[config.mk]
export PLATFORM = sky130hd
export DESIGN_NAME = cp0_exc_ctrl_flat
export DESIGN_NICKNAME = d
export VERILOG_FILES = /design/src/rtl/cp0_pkg.sv /design/src/rtl/cp0_exc_ctrl_if.sv /design/src/rtl/cp0_timer.sv /design/src/rtl/cp0_exc_ctrl.sv /design/src/flat_wrapper.sv
export SDC_FILE = /design/constraint.sdc
export NUM_CORES = 1
export LEC_CHECK = 0
export BUFFER_PORTS_ARGS = -buffer_cell sky130_fd_sc_hd__buf_2
export CELL_PAD_IN_SITES_DETAIL_PLACEMENT = 1
export CELL_PAD_IN_SITES_GLOBAL_PLACEMENT = 1
export CORE_MARGIN = 2
export CORE_UTILIZATION = 34
export CTS_CLUSTER_DIAMETER = 80
export DETAILED_ROUTE_END_ITERATION = 8
export GPL_ROUTABILITY_DRIVEN = 0
export PLACE_DENSITY_LB_ADDON = 0.12
export SLEW_MARGIN = 0
export SYNTH_ARGS = -nofsm -noshare
export SYNTH_HDL_FRONTEND = slang
export SYNTH_SLANG_ARGS = --single-unit
[constraint.sdc]
create_clock -name clk -period 3.75 [get_ports clk]
set_clock_uncertainty 0.2 [all_clocks]
set_input_delay 0.1875 -clock clk [delete_from_list [all_inputs] [get_ports clk]]
set_output_delay 0.1875 -clock clk [all_outputs]
set_load 0.005 [all_outputs]
[src/rtl/cp0_pkg.sv]
// rtl/cp0_pkg.sv - CP0 register indices, exception codes and Status bit positions
// Shared by cp0_exc_ctrl and cp0_timer. No ports.
package cp0_pkg;

    // CP0 register indices (instruction rd field)
    localparam logic [4:0] REG_COUNT   = 5'd9;
    localparam logic [4:0] REG_COMPARE = 5'd11;
    localparam logic [4:0] REG_STATUS  = 5'd12;
    localparam logic [4:0] REG_CAUSE   = 5'd13;
    localparam logic [4:0] REG_EPC     = 5'd14;

    // Exception codes carried on the cause input
    typedef enum logic [4:0] {
        EXC_SYSCALL = 5'b01000,
        EXC_BREAK   = 5'b01001,
        EXC_TEQ     = 5'b01101
    } exc_code_e;

    localparam logic [31:0] EXC_BASE_DEF   = 32'h0000_0004;
    localparam logic [31:0] STATUS_RST_DEF = 32'h0000_000F;

    // Status bit positions: global enable plus one mask per exception code
    localparam int ST_IE_BIT      = 0;
    localparam int ST_SYSCALL_BIT = 1;
    localparam int ST_BREAK_BIT   = 2;
    localparam int ST_TEQ_BIT     = 3;

    // Cause bit owned by the timer match flag
    localparam int          CAUSE_TI_BIT  = 15;
    localparam logic [31:0] CAUSE_TI_MASK = 32'h0000_8000;

endpackage

[src/rtl/cp0_exc_ctrl_if.sv]
// rtl/cp0_exc_ctrl_if.sv - datapath <-> CP0 exception controller bundle
// master: datapath side (drives pc, strobes, addr, wdata, exception, cause, eret)
// slave : CP0 side (drives rdata, status, exc_taken, exc_addr, timer_int)
interface cp0_exc_ctrl_if;
    logic [31:0] pc;
    logic        mfc0;
    logic        mtc0;
    logic [4:0]  addr;
    logic [31:0] wdata;
    logic        exception;
    logic [4:0]  cause;
    logic        eret;
    logic [31:0] rdata;
    logic [31:0] status;
    logic        exc_taken;
    logic [31:0] exc_addr;
    logic        timer_int;

    modport master (
        output pc, mfc0, mtc0, addr, wdata, exception, cause, eret,
        input  rdata, status, exc_taken, exc_addr, timer_int
    );

    modport slave (
        input  pc, mfc0, mtc0, addr, wdata, exception, cause, eret,
        output rdata, status, exc_taken, exc_addr, timer_int
    );
endinterface

[src/rtl/cp0_timer.sv]
// rtl/cp0_timer.sv - CP0 Count/Compare pair with match flag
// Ports: clk, rst (async active-high); i_wr_en (MTC0 that survived exception/ERET
// priority), i_addr, i_wdata; o_count, o_compare, o_flag (Cause[15] source).
module cp0_timer
    import cp0_pkg::*;
(
    input  logic        clk,
    input  logic        rst,
    input  logic        i_wr_en,
    input  logic [4:0]  i_addr,
    input  logic [31:0] i_wdata,
    output logic [31:0] o_count,
    output logic [31:0] o_compare,
    output logic        o_flag
);
    logic [31:0] r_count;
    logic [31:0] r_compare;
    logic        r_flag;
    logic        w_wr_count;
    logic        w_wr_compare;

    assign w_wr_count   = i_wr_en && (i_addr == REG_COUNT);
    assign w_wr_compare = i_wr_en && (i_addr == REG_COMPARE);

    always_ff @(posedge clk or posedge rst) begin
        if (rst) begin
            r_count   <= '0;
            r_compare <= '0;
            r_flag    <= 1'b0;
        end else begin
            // A load replaces the increment for that cycle
            r_count <= w_wr_count ? i_wdata : r_count + 32'd1;
            if (w_wr_compare) begin
                r_compare <= i_wdata;
            end
            // Writing Compare acknowledges the interrupt; Compare==0 means disarmed
            if (w_wr_compare) begin
                r_flag <= 1'b0;
            end else if ((r_count == r_compare) && (r_compare != '0)) begin
                r_flag <= 1'b1;
            end
        end
    end

    assign o_count   = r_count;
    assign o_compare = r_compare;
    assign o_flag    = r_flag;
endmodule

[src/rtl/cp0_exc_ctrl.sv]
// rtl/cp0_exc_ctrl.sv - CP0 exception controller: Status/Cause/EPC, MFC0/MTC0, exception/ERET redirect
// Ports: clk, rst (async active-high); bus (cp0_exc_ctrl_if.slave).
// Optional Count/Compare timer under macro CP0_TIMER_EN; without it timer_int is 0
// and indices 9/11 read 0.
module cp0_exc_ctrl
    import cp0_pkg::*;
#(
    parameter logic [31:0] EXC_BASE   = EXC_BASE_DEF,
    parameter logic [31:0] STATUS_RST = STATUS_RST_DEF,
    parameter int          SHAMT      = 5
) (
    input  logic           clk,
    input  logic           rst,
    cp0_exc_ctrl_if.slave  bus
);
    logic [31:0] r_status;
    logic [31:0] r_cause;
    logic [31:0] r_epc;
    logic        w_mask;
    logic        w_exc_taken;
    logic        w_timer_flag;
    logic [31:0] w_cause_view;
    logic [31:0] w_rdata;

    always_comb begin
        w_mask = 1'b0;
        case (bus.cause)
            EXC_SYSCALL: w_mask = r_status[ST_SYSCALL_BIT];
            EXC_BREAK:   w_mask = r_status[ST_BREAK_BIT];
            EXC_TEQ:     w_mask = r_status[ST_TEQ_BIT];
            default:     w_mask = 1'b0;
        endcase
    end

    assign w_exc_taken = bus.exception & r_status[ST_IE_BIT] & w_mask;

`ifdef CP0_TIMER_EN
    logic        w_wr_en;
    logic [31:0] w_count;
    logic [31:0] w_compare;

    // Exception entry and ERET both swallow a concurrent MTC0
    assign w_wr_en = bus.mtc0 & ~w_exc_taken & ~bus.eret;

    cp0_timer u_timer (
        .clk       (clk),
        .rst       (rst),
        .i_wr_en   (w_wr_en),
        .i_addr    (bus.addr),
        .i_wdata   (bus.wdata),
        .o_count   (w_count),
        .o_compare (w_compare),
        .o_flag    (w_timer_flag)
    );
`else
    assign w_timer_flag = 1'b0;
`endif

    // r_cause never holds bit 15; that bit is always the live timer flag
    assign w_cause_view = r_cause | ({31'd0, w_timer_flag} << CAUSE_TI_BIT);

    always_comb begin
        w_rdata = '0;
        if (bus.mfc0) begin
            case (bus.addr)
                REG_STATUS:  w_rdata = r_status;
                REG_CAUSE:   w_rdata = w_cause_view;
                REG_EPC:     w_rdata = r_epc;
`ifdef CP0_TIMER_EN
                REG_COUNT:   w_rdata = w_count;
                REG_COMPARE: w_rdata = w_compare;
`endif
                default:     w_rdata = '0;
            endcase
        end
    end

    always_ff @(posedge clk or posedge rst) begin
        if (rst) begin
            r_status <= STATUS_RST;
            r_cause  <= '0;
            r_epc    <= '0;
        end else if (w_exc_taken) begin
            // Shifting left clears IE and the masks, blocking re-entry
            r_epc        <= bus.pc;
            r_cause[6:2] <= bus.cause;
            r_status     <= r_status << SHAMT;
        end else if (bus.eret) begin
            r_status <= r_status >> SHAMT;
        end else if (bus.mtc0) begin
            case (bus.addr)
                REG_STATUS: r_status <= bus.wdata;
                REG_CAUSE:  r_cause  <= bus.wdata & ~CAUSE_TI_MASK;
                REG_EPC:    r_epc    <= bus.wdata;
                default:    ;
            endcase
        end
    end

    assign bus.rdata     = w_rdata;
    assign bus.status    = r_status;
    assign bus.exc_taken = w_exc_taken;
    // ERET wins the redirect mux; on the edge exception entry still wins
    assign bus.exc_addr  = bus.eret ? r_epc : (w_exc_taken ? EXC_BASE : 32'd0);
    assign bus.timer_int = w_timer_flag & r_status[ST_IE_BIT];
endmodule

[src/flat_wrapper.sv]
// flat-port wrapper written by rule: the top's interface ports become plain ports
module cp0_exc_ctrl_flat import cp0_pkg::*;
#(
    parameter logic [31:0] EXC_BASE   = EXC_BASE_DEF,
    parameter logic [31:0] STATUS_RST = STATUS_RST_DEF,
    parameter int          SHAMT      = 5
)
  (clk, rst, bus_pc, bus_mfc0, bus_mtc0, bus_addr, bus_wdata, bus_exception, bus_cause, bus_eret, bus_rdata, bus_status, bus_exc_taken, bus_exc_addr, bus_timer_int);
  cp0_exc_ctrl_if bus_i ();
  input  logic clk;
  input  logic rst;
  input wire logic [$bits(bus_i.pc)-1:0] bus_pc;
  input wire logic [$bits(bus_i.mfc0)-1:0] bus_mfc0;
  input wire logic [$bits(bus_i.mtc0)-1:0] bus_mtc0;
  input wire logic [$bits(bus_i.addr)-1:0] bus_addr;
  input wire logic [$bits(bus_i.wdata)-1:0] bus_wdata;
  input wire logic [$bits(bus_i.exception)-1:0] bus_exception;
  input wire logic [$bits(bus_i.cause)-1:0] bus_cause;
  input wire logic [$bits(bus_i.eret)-1:0] bus_eret;
  output wire logic [$bits(bus_i.rdata)-1:0] bus_rdata;
  output wire logic [$bits(bus_i.status)-1:0] bus_status;
  output wire logic [$bits(bus_i.exc_taken)-1:0] bus_exc_taken;
  output wire logic [$bits(bus_i.exc_addr)-1:0] bus_exc_addr;
  output wire logic [$bits(bus_i.timer_int)-1:0] bus_timer_int;
  assign bus_i.pc = bus_pc;
  assign bus_i.mfc0 = bus_mfc0;
  assign bus_i.mtc0 = bus_mtc0;
  assign bus_i.addr = bus_addr;
  assign bus_i.wdata = bus_wdata;
  assign bus_i.exception = bus_exception;
  assign bus_i.cause = bus_cause;
  assign bus_i.eret = bus_eret;
  assign bus_rdata = bus_i.rdata;
  assign bus_status = bus_i.status;
  assign bus_exc_taken = bus_i.exc_taken;
  assign bus_exc_addr = bus_i.exc_addr;
  assign bus_timer_int = bus_i.timer_int;
  cp0_exc_ctrl #(.EXC_BASE(EXC_BASE), .STATUS_RST(STATUS_RST), .SHAMT(SHAMT)) u_core (.clk(clk), .rst(rst), .bus(bus_i));
endmodule
Yosys cells after proc, flatten, opt, wreduce, memory -nomap -nowiden
Cells that the tools add are included.
{"block": "op_classes", "n_eq_ne": 7, "n_mux": 17, "n_bitwise": 4, "reduce_logical": 9}
{"operator": "2-to-1 mux 32 bit", "n": 10}
{"operator": "case mux 32 bit (3 select lines)", "n": 1}
{"operator": "equality test 5 x 4 -> 1 bit (second input constant)", "n": 6}
{"operator": "2-to-1 mux 7 bit", "n": 3}
{"operator": "AND reduction 3 bit", "n": 2}
{"operator": "nonzero test 2 bit", "n": 3}
{"operator": "nonzero test 3 bit", "n": 2}
{"operator": "2-to-1 mux 5 bit", "n": 1}
{"operator": "AND reduction 4 bit", "n": 1}
{"operator": "2-to-1 mux 3 bit", "n": 1}
{"operator": "case mux 1 bit (3 select lines)", "n": 1}
{"operator": "AND 1 bit", "n": 2}
{"operator": "!= test 2 x 1 -> 1 bit (second input constant)", "n": 1}
{"operator": "NOT 1 bit", "n": 2}
{"operator": "AND reduction 2 bit", "n": 1}
{"block": "word_totals", "regBits": 95, "input_bits": 80, "out_inout_bits": 98, "word_cells": 41}

Logic depth before layout (Yosys ltp)
Gate-level depths: netlist of run 1.
{"block": "logic_depth", "depth_word": 5, "depth_mapped": 7, "mapped_depth_nobuf": 4}

Least setup slack after synthesis of run 1
OpenSTA, ideal clock, no wires.
{"block": "synth_path", "path_type": "register -> register", "startpoint": "register u_core.r_status[1], in the netlist u_core.bus.status[1]", "endpoint": "register u_core.r_cause[0]", "setup_ns": 0.125, "arrival_time_ns": 1.790, "required_ns": 3.425, "slack_ns": 1.636, "path_stages_with_launch": 7, "n_path_buf": 2, "period_less_slack_ns": 2.114, "cell_sequence": "dfstp_2 inv_1 o31a_1 buf_2 o21bai_4 buf_4 mux2_2"}
{"block": "synth_via", "elab_chain_cells": 4}
{"item": "start, declared", "line_no": "cp0_exc_ctrl.sv:16", "source": "logic [31:0] r_status;"}
{"item": "start signal, assigned", "line_no": "cp0_exc_ctrl.sv:87", "source": "r_status <= r_status << SHAMT;"}
{"item": "start signal, assigned", "line_no": "cp0_exc_ctrl.sv:89", "source": "r_status <= r_status >> SHAMT;"}
{"item": "start signal, assigned", "line_no": "cp0_exc_ctrl.sv:92", "source": "REG_STATUS: r_status <= bus.wdata;"}
{"item": "case mux 1 bit (3 select lines)", "line_no": "cp0_exc_ctrl.sv:27", "source": "case (bus.cause)"}
{"item": "AND 1 bit", "line_no": "cp0_exc_ctrl.sv:35", "source": "assign w_exc_taken = bus.exception & r_status[ST_IE_BIT] & w_mask;"}
{"item": "NOT 1 bit (no line)"}
{"item": "AND reduction 4 bit (no line)"}
{"item": "end signal, assigned", "line_no": "cp0_exc_ctrl.sv:93", "source": "REG_CAUSE: r_cause <= bus.wdata & ~CAUSE_TI_MASK;"}
{"item": "end, declared", "line_no": "cp0_exc_ctrl.sv:17", "source": "logic [31:0] r_cause;"}
No other way between the ends.
A chain may end at the register's enable or synchronous reset.

Final worst setup path of run 1
{"block": "layout_path", "startpoint": "register u_core.r_status[1], in the netlist u_core.bus.status[1]", "endpoint": "register u_core.r_cause[29]"}
The elaborated chain is that of the path after synthesis.

==> results.toml, run 1 <==
[sta]
min_period_ns = 2.74
relSlewSlack_pct = 35.2
drv_slew = 0
rsz0062_at_grt = "false"
fmax_ghz = 0.364
tns_ns = 0
max_slew.worst_pin.slew_ns = 0.969
hold_viol_final = 0
worst_hold_slack_ns = 0.0376
setup_viol_count_final = 0
finalCritPeriodShare_pct = 73.2

[placement]
dp_hpwl_um = 13500
port-buffer-count = 176
placed_area_um2 = 6780

[global_route]
grt_use_total_pct = 23.1
grt_max_degree = 65
grt_pass1_vias = 5425
antenna_found_initial = 0
overflow = 0
grt_first_pass_wirelength_um = 32200

[yosys]
synth_common_cells = "dfrtp_1 (91), mux2_2 (57), nor2_1 (42)"
synth_most_common_cell = "dfrtp_1"
yosys.cell_types.count = 46
yosys_warnings = 0
synthTopCellsByArea = "dfrtp_1 (40%), mux2_2 (11%), mux2_4 (7.8%)"
syn_avg_cell_area_um2 = 11.2
ys_ff_latch = 95
synth_top_cell_by_area = "dfrtp_1"
postSynthCellCount = 513
async_flop_share_pct = 100
synth-edff-count = 0
synth_top_area_share_pct = 39.5
ys.flop_type = "dfrtp_1"
syn-num-nets = 593
ys_seq_area_share_pct = 41.4
netlist_area_um2 = 5760

[clocking]
cts_setup_buffers = 0
cts_tree = "yes"
clkTransAtPathRegs_ns = 0.07
htree_levels = 3
cts-root-buf = "clkbuf_16"
clkLatencyLatePin_ns = 0.35
ctsResizeCount = 0
cts_buffers = 9
cts_buffer_depth = 2
cts.sinks = 95

[critical_path]
crit_type = "reg2reg"
slowest_delay_ns = 0.85
critPathSlowestCell = "o21bai_4"
cp_max_fo = 26
critPathBufInv = 1
start_kind = "flop"
required_ns = 3.78
end_kind = "flop"
crit_chain = "inv_1 > o31a_1 > o21bai_4 > mux2_2"
arrival_ns = 2.78
cp_top_family = "compound AO/OA/AOI/OAI gates"

[final_layout]
drive_gt1_share_pct = 41.8
nets = 810
seqCellArea_um2 = 2380
diodes = 0
multiInputGateArea_um2 = 3080
nFillCells = 1867
syn2layout_area_growth_pct = 34.3
fin_area_um2 = 7740

[job]
maxCapViolCount = 0

[floorplan]
start_util_pct = 34.7
core_um2 = 16600
fp.dieArea_um2 = 18000
die_y_um = 134
chipWidth_um = 134
rows = 47
io_pins = 178

[power]
p_leak_nw = 3.74
cellPowerDensity_nw_per_um2 = 448
vdd_drop_max_uv = 224

[drt]
first_pass_iters = 4
drc = 0
drt_iter0_drc = 217
vias = 4993
wirelength_um = 20300
postRouteAntennaNets = 0
vias_per_cell = 5.23
avgRoutedWirePerCell_um = 21.3

[outcome]
status = "finished, final reports clean"

[hold_path]
hp-class = "in2reg"
## state kept, by name, indices dropped and copies added, names as in the netlist
| signal | cells |
|---|---|
| u_core.r_cause | 31 |
| u_core.bus.status | 32 |
| u_core.r_epc | 32 |
## final timing paths
kind / start / end / slack [ns] / cells past startpoint
max reg2reg: u_core.bus.status[1]$_DFFE_PP1P_ / u_core.r_cause[29]$_DFFE_PP0P_ / 1.01 / 4
min: bus_wdata[4] / u_core.r_epc[4]$_DFFE_PP0P_ / 0.04 / 3
min reg2reg: u_core.r_cause[20]$_DFFE_PP0P_ / u_core.r_cause[20]$_DFFE_PP0P_ / 0.30 / 1
max: u_core.bus.status[1]$_DFFE_PP1P_ / u_core.r_cause[29]$_DFFE_PP0P_ / 1.01 / 4
max in group asynchronous: rst / u_core.r_epc[9]$_DFFE_PP0P_ / 2.22 / 4
min in group asynchronous: rst / u_core.r_epc[16]$_DFFE_PP0P_ / 0.27 / 3
## per-stage QoR
| step | setup slack, ns | cells | utilization [%] | power [mW] |
|---|---|---|---|---|
| finish | 1.01 | 954 | 46.7 | 3.46 |
| global route | 0.921 | 954 | 46.7 | 3.66 |
| CTS | 1.01 | 954 | 46.7 | 3.50 |
| detailed placement | 0.739 | 875 | 40.9 | 2.44 |
| global placement | 0.799 | 875 | 40.9 | 2.38 |
| floorplan | 0.892 | 513 | - | 2.07 |
## layer usage
metal | part of all wire (%) | GRT usage (%) | vias up | routed length [um]
met5 | 0 | 0 | - | 0
met4 | 0.97 | 5.03 | 0 | 197
met3 | 3.9 | 3.21 | 15 | 799
met2 | 51 | 40.4 | 126 | 10300
met1 | 44 | 30.5 | 2532 | 9000
li1 | - | - | 2320 | -
## layout make-up
class	count	area share, %
inverters	14	0.711
clock buffers	13	3.62
multi-input cells	358	39.9
repair buffers	252	21.0
flip-flops and latches	95	30.8
well taps	220	3.56
clock inverters	2	0.485
## kinds of logic after synthesis
family | Yosys count | synth area share, %
muxes | 123 | 25.5
other | 1 | 0.0651
DFF | 95 | 41.4
and+or+nand+nor | 111 | 11.1
buffers and inverters | 60 | 5.36
AOI/OAI and AO/OA | 123 | 16.6
## cells in the final DEF (no fill, tap or decap), types with 8 or more instances in the layout
master / Yosys / layout
mux2_2: 57 / 57
o21ai_0: 8 / 8
buf_4: 9 / 11
nor2_1: 42 / 42
clkbuf_16: 0 / 9
a22oi_1: 28 / 28
buf_2: 16 / 176
dfrtp_1: 91 / 91
o221ai_1: 12 / 12
nand2b_1: 11 / 11
mux2_1: 12 / 12
mux2i_1: 24 / 24
a22o_1: 27 / 27
a211oi_1: 12 / 12
mux2_4: 30 / 30
dlygate4sd3_1: 0 / 64
o2bb2ai_1: 9 / 9
and2_1: 31 / 31
inv_1: 14 / 13
## worst register-to-register path, stage by stage, from the launching register on
cell and delay (ns):
dfstp_2 0.55, inv_1 0.08, o31a_1 0.51, o21bai_4 0.86, mux2_2 0.43
## report_power, final
part / total [mW] / switching (mW) / leakage [nW] / internal [mW]
logic: 0.973 / 0.368 / 2.41 / 0.605
registers: 1.49 / 0.225 / 1.18 / 1.27
clock network: 0.999 / 0.412 / 0.154 / 0.587
## repair_timing
| action | CTS | global route |
|---|---|---|
| endpoints found under the setup margin | 0 | 0 |
| hold endpoints to repair | 106 | 0 |
| hold buffers | 64 | 0 |
(Power assumes the default switching activity.)
==> inputs of run 2 (changes only) <==
Clock period 3.75 ns to 2.6 ns, I/O delays scaled along.
==> results.toml, run 2 (synthesized netlist as in run 1, its figures left out) <==
[clocking]
cts-root-buf = "clkbuf_16"
cts_buffers = 9
htree_levels = 3
ctsResizeCount = 0
cts_setup_buffers = 0
cts_tree = "yes"
clkTransAtPathRegs_ns = 0.07
clkLatencyLatePin_ns = 0.35
cts.sinks = 95
cts_buffer_depth = 2

[final_layout]
syn2layout_area_growth_pct = 35.6
multiInputGateArea_um2 = 3080
fin_area_um2 = 7810
final_cells = 967
layout_commonest_cell = "buf_2"
drive_gt1_share_pct = 42.0
nets = 821
seqCellArea_um2 = 2380
nFillCells = 1905
mostFrequentLayoutCells = "buf_2 (176), dfrtp_1 (91), dlygate4sd3_1 (67)"

[global_route]
met1_usage_pct = 29.9
grt_pass1_vias = 5553
grt_max_degree = 96
top_usage_layer = "met2"
grt_use_met2_pct = 41.3
grt_use_total_pct = 23.3
grt_first_pass_wirelength_um = 32300
overflow = 0
antenna_found_initial = 1
grt_util_met3_pct = 3.02

[sta]
relSlewSlack_pct = 59.7
tns_ns = 0
setup_viol_count_final = 0
drv_slew = 0
hold_viol_final = 0
max_slew.worst_pin.slew_ns = 0.603
min_period_ns = 2.44
fmax_ghz = 0.409
rsz0062_at_grt = "false"
finalCritPeriodShare_pct = 94.0

[placement]
dp_hpwl_um = 13800
port-buffer-count = 176
placed_area_um2 = 6880
dp.cells = 883

[critical_path]
cp_max_fo = 10
critPathSlowestCell = "dfstp_2"
arrival_ns = 2.11
required_ns = 2.27
crit_chain = "inv_1 > o31a_1 > o31ai_1 > buf_2"
start_kind = "flop"
end_kind = "primary output"
slowest_delay_ns = 0.54
r2r_slack_ns = 0.31
crit_type = "reg2out"

[power]
p_leak_nw = 3.77
cellPowerDensity_nw_per_um2 = 616
vdd_drop_max_uv = 288

[drt]
wirelength_um = 20300
vias_per_cell = 5.23
postRouteAntennaNets = 0
drt_iter0_drc = 273
vias = 5059
drc = 0
first_pass_iters = 4
avgRoutedWirePerCell_um = 21.0

[job]
maxCapViolCount = 0

[floorplan]
core_um2 = 16600
io_pins = 178
start_util_pct = 34.7
fp.dieArea_um2 = 18000
die_y_um = 134
chipWidth_um = 134
rows = 47

[outcome]
status = "finished, final reports clean"

[hold_path]
hp-class = "in2reg"
run 2: path summary, 6_finish.rpt:
check | start | endpoint | cells past startpoint
worst max-delay path | u_core.bus.status[1]$_DFFE_PP1P_ | bus_exc_addr[2] | 4
worst min-delay path | bus_eret | u_core.bus.status[0]$_DFFE_PP1P_ | 4
worst max register to register | u_core.bus.status[1]$_DFFE_PP1P_ | u_core.r_epc[17]$_DFFE_PP0P_ | 5
worst min register to register | u_core.r_cause[21]$_DFFE_PP0P_ | u_core.r_cause[21]$_DFFE_PP0P_ | 1
max in group asynchronous | rst | u_core.bus.status[1]$_DFFE_PP1P_ | 4
min in group asynchronous | rst | u_core.r_epc[17]$_DFFE_PP0P_ | 4
run 2: what timing repair did:
action                                 in CTS  in global routing
hold buffers                               67                  0
endpoints found under the hold margin     169                  0
setup endpoints to repair                   0                  0
run 2: where the power goes:
part,internal [mW],total [mW],switching (mW)
Clock,0.646,1.23,0.589
Sequential,1.83,2.15,0.322
Combinational,0.884,1.42,0.539
Total,3.36,4.81,1.45
run 2: layout make-up:
class / instances / share of cell area [%]
clock buffer: 12 / 3.03
antenna: 1 / 0.0320
sequential: 95 / 30.5
clock inverter: 4 / 0.288
timing repair buffer: 263 / 22.4
inverter: 14 / 0.721
multi-input combinational: 358 / 39.5
tap: 220 / 3.52
run 2: layer usage:
layer  vias to the layer above  share of wire [%]  wire [um]
li1                       2358                  -          -
met1                      2562                 44       8970
met2                       124                 51      10400
met3                        15                3.5        710
met4                         0                1.4        293
met5                         -                  0          0
run 2: critical path, delay by kind of cell (launching register included):
kind            cells  cell delay (ns)
compound gates      2             0.95
buf+inv             2             0.27
flops               1             0.54
run 2: per-stage QoR:
| stage | hold slack [ns] | total power, mW | util (%) | worst slack, ns |
|---|---|---|---|---|
| 2_1_floorplan | 0.0617 | 2.98 | - | 0.486 |
| 3_3_place_gp | 0.134 | 3.47 | 41.5 | 0.398 |
| 3_5_place_dp | 0.144 | 3.53 | 41.5 | 0.346 |
| 4_1_cts | 0.0581 | 4.86 | 47.1 | 0.177 |
| 5_1_grt | 0.0930 | 5.11 | 47.1 | 0.0686 |
| 6_report | 0.0769 | 4.81 | 47.1 | 0.155 |
==> inputs of run 3 (changes only) <==
Settings changed: GPL_TIMING_DRIVEN set to 0.
==> results.toml, run 3 (synthesized netlist as in run 1, its figures left out) <==
[outcome]
status = "finished, final reports clean"

[hold_path]
hp-class = "in2reg"
min-delay-start = "bus_mtc0"
hold_path_end = "u_core.r_cause[5]$_DFFE_PP0P_"
worstHoldPathCells = 4

[final_layout]
final_cells = 991
syn2layout_area_growth_pct = 37.8
nets = 849
diodes = 0
nFillCells = 1887
layout_commonest_cell = "buf_2"
drive_gt1_share_pct = 41.6
multiInputGateArea_um2 = 3080
seqCellArea_um2 = 2380
mostFrequentLayoutCells = "buf_2 (192), dfrtp_1 (91), dlygate4sd3_1 (68)"

[floorplan]
fp.dieArea_um2 = 18000
die_y_um = 134
start_util_pct = 34.7
core_um2 = 16600
rows = 47
chipWidth_um = 134
io_pins = 178

[global_route]
grt_use_total_pct = 24.0
grt_max_degree = 38
grt_first_pass_wirelength_um = 33000
grt_pass1_vias = 5695
overflow = 0
antenna_found_initial = 0

[power]
p_sw_mw = 1.43
p_clk_share_pct = 27.3
cellPowerDensity_nw_per_um2 = 621
p_leak_nw = 3.86
vdd_drop_max_uv = 324
intPower_mw = 3.50
seq_power_share_pct = 43.5
power_frac_comb_pct = 29.1
power_mw = 4.93
switching_share_pct = 29.0

[drt]
drc = 0
route.met2.wl_um = 10700
avgRoutedWirePerCell_um = 21.5
vias = 5211
wirelength_um = 21300
postRouteAntennaNets = 0
drt_iter0_drc = 220
wl_met3_um = 1050
highest_layer = "met4"
vias_per_cell = 5.26
wl_met1_um = 9210
first_pass_iters = 4

[clocking]
cts-root-buf = "clkbuf_16"
cts_setup_buffers = 0
cts_buffer_depth = 2
cts_tree = "yes"
clkTransAtPathRegs_ns = 0.06
clkLatencyLatePin_ns = 0.35
cts.sinks = 95
cts_buffers = 9
htree_levels = 3

[sta]
setup_ws_ns = 0.135
hold_viol_final = 0
finalCritPeriodShare_pct = 94.8
drv_slew = 0
setup_viol_count_final = 0
max_slew.worst_pin.slew_ns = 0.815
relSlewSlack_pct = 45.4
min_period_ns = 2.47
fmax_ghz = 0.406
rsz0062_at_grt = "false"
tns_ns = 0

[critical_path]
reg2reg_from = "u_core.bus.status[1]$_DFFE_PP1P_"
crit_type = "reg2reg"
required_ns = 2.63
start_kind = "flop"
cp_max_fo = 10
rr_endpoint = "u_core.r_cause[29]$_DFFE_PP0P_"
end_kind = "flop"
arrival_ns = 2.49
r2r_slack_ns = 0.13
reg2regPathDepth = 6

[placement]
dp_slack_ns = 0.123
dp.cells = 911
dp_hpwl_um = 15400
port-buffer-count = 176

[job]
maxCapViolCount = 0
[run 3: layout make-up]
type,count,share of cell area (%)
Sequential cell,95,30.0
Multi-Input combinational cell,358,38.8
Tap cell,220,3.47
Clock buffer,12,3.23
Inverter,14,0.709
Clock inverter,1,0.378
Buffer,45,3.20
Timing Repair Buffer,246,20.2
[run 3: critical path, stage by stage, from the launching register on]
cell and delay [ns]:
dfstp_2 0.55, inv_1 0.09, o31a_1 0.29, buf_2 0.21, o21bai_4 0.33, buf_4 0.30, mux2_2 0.37
[run 3: through the flow]
| stage | hold WS (ns) | utilization (%) | instance area, um^2 |
|---|---|---|---|
| 5_1_grt | 0.145 | 47.9 | 7940 |
| 6_report | 0.0980 | 47.9 | 7940 |
| 4_1_cts | 0.0889 | 47.8 | 7930 |
| 2_1_floorplan | 0.0617 | - | 5760 |
| 3_5_place_dp | 0.0598 | 42.0 | 6960 |
| 3_3_place_gp | 0.163 | 41.7 | 6920 |
[run 3: power by group through the flow]
| stage | logic [mW] | clock network [mW] | registers, mW |
|---|---|---|---|
| after floorplan | 0.931 | 0 | 2.05 |
| after global placement | 1.31 | 0 | 2.15 |
| after detailed placement | 1.36 | 0 | 2.17 |
| after CTS | 1.45 | 1.38 | 2.14 |
| after global routing | 1.58 | 1.43 | 2.19 |
| final | 1.44 | 1.35 | 2.15 |
[run 3: worst max-delay path by stage]
stage,from,endpoint,slack [ns],cells past startpoint
after floorplan,u_core.bus.status[1]$_DFFE_PP1P_,u_core.r_cause[0]$_DFFE_PP0P_,0.49,6
after global routing,bus_addr[4],bus_rdata[19],0.05,7
after global placement,u_core.bus.status[0]$_DFFE_PP1P_,u_core.r_cause[29]$_DFFE_PP0P_,0.16,5
after CTS,u_core.bus.status[1]$_DFFE_PP1P_,bus_exc_taken,0.07,6
after detailed placement,u_core.bus.status[0]$_DFFE_PP1P_,u_core.r_cause[29]$_DFFE_PP0P_,0.12,5
final,u_core.bus.status[1]$_DFFE_PP1P_,u_core.r_cause[29]$_DFFE_PP0P_,0.13,6
[run 3: per-layer routing]
layer,up-vias,track usage (%)
met2,160,42.1
met5,-,0
met4,0,5.79
met3,21,4.61
met1,2623,30.6
li1,2407,-
[run 3: timing repair]
action	4_1_cts	5_1_grt
gates resized for setup	2	3
hold buffers	68	0
endpoints found under the hold margin	103	0
setup endpoints to repair	1	2
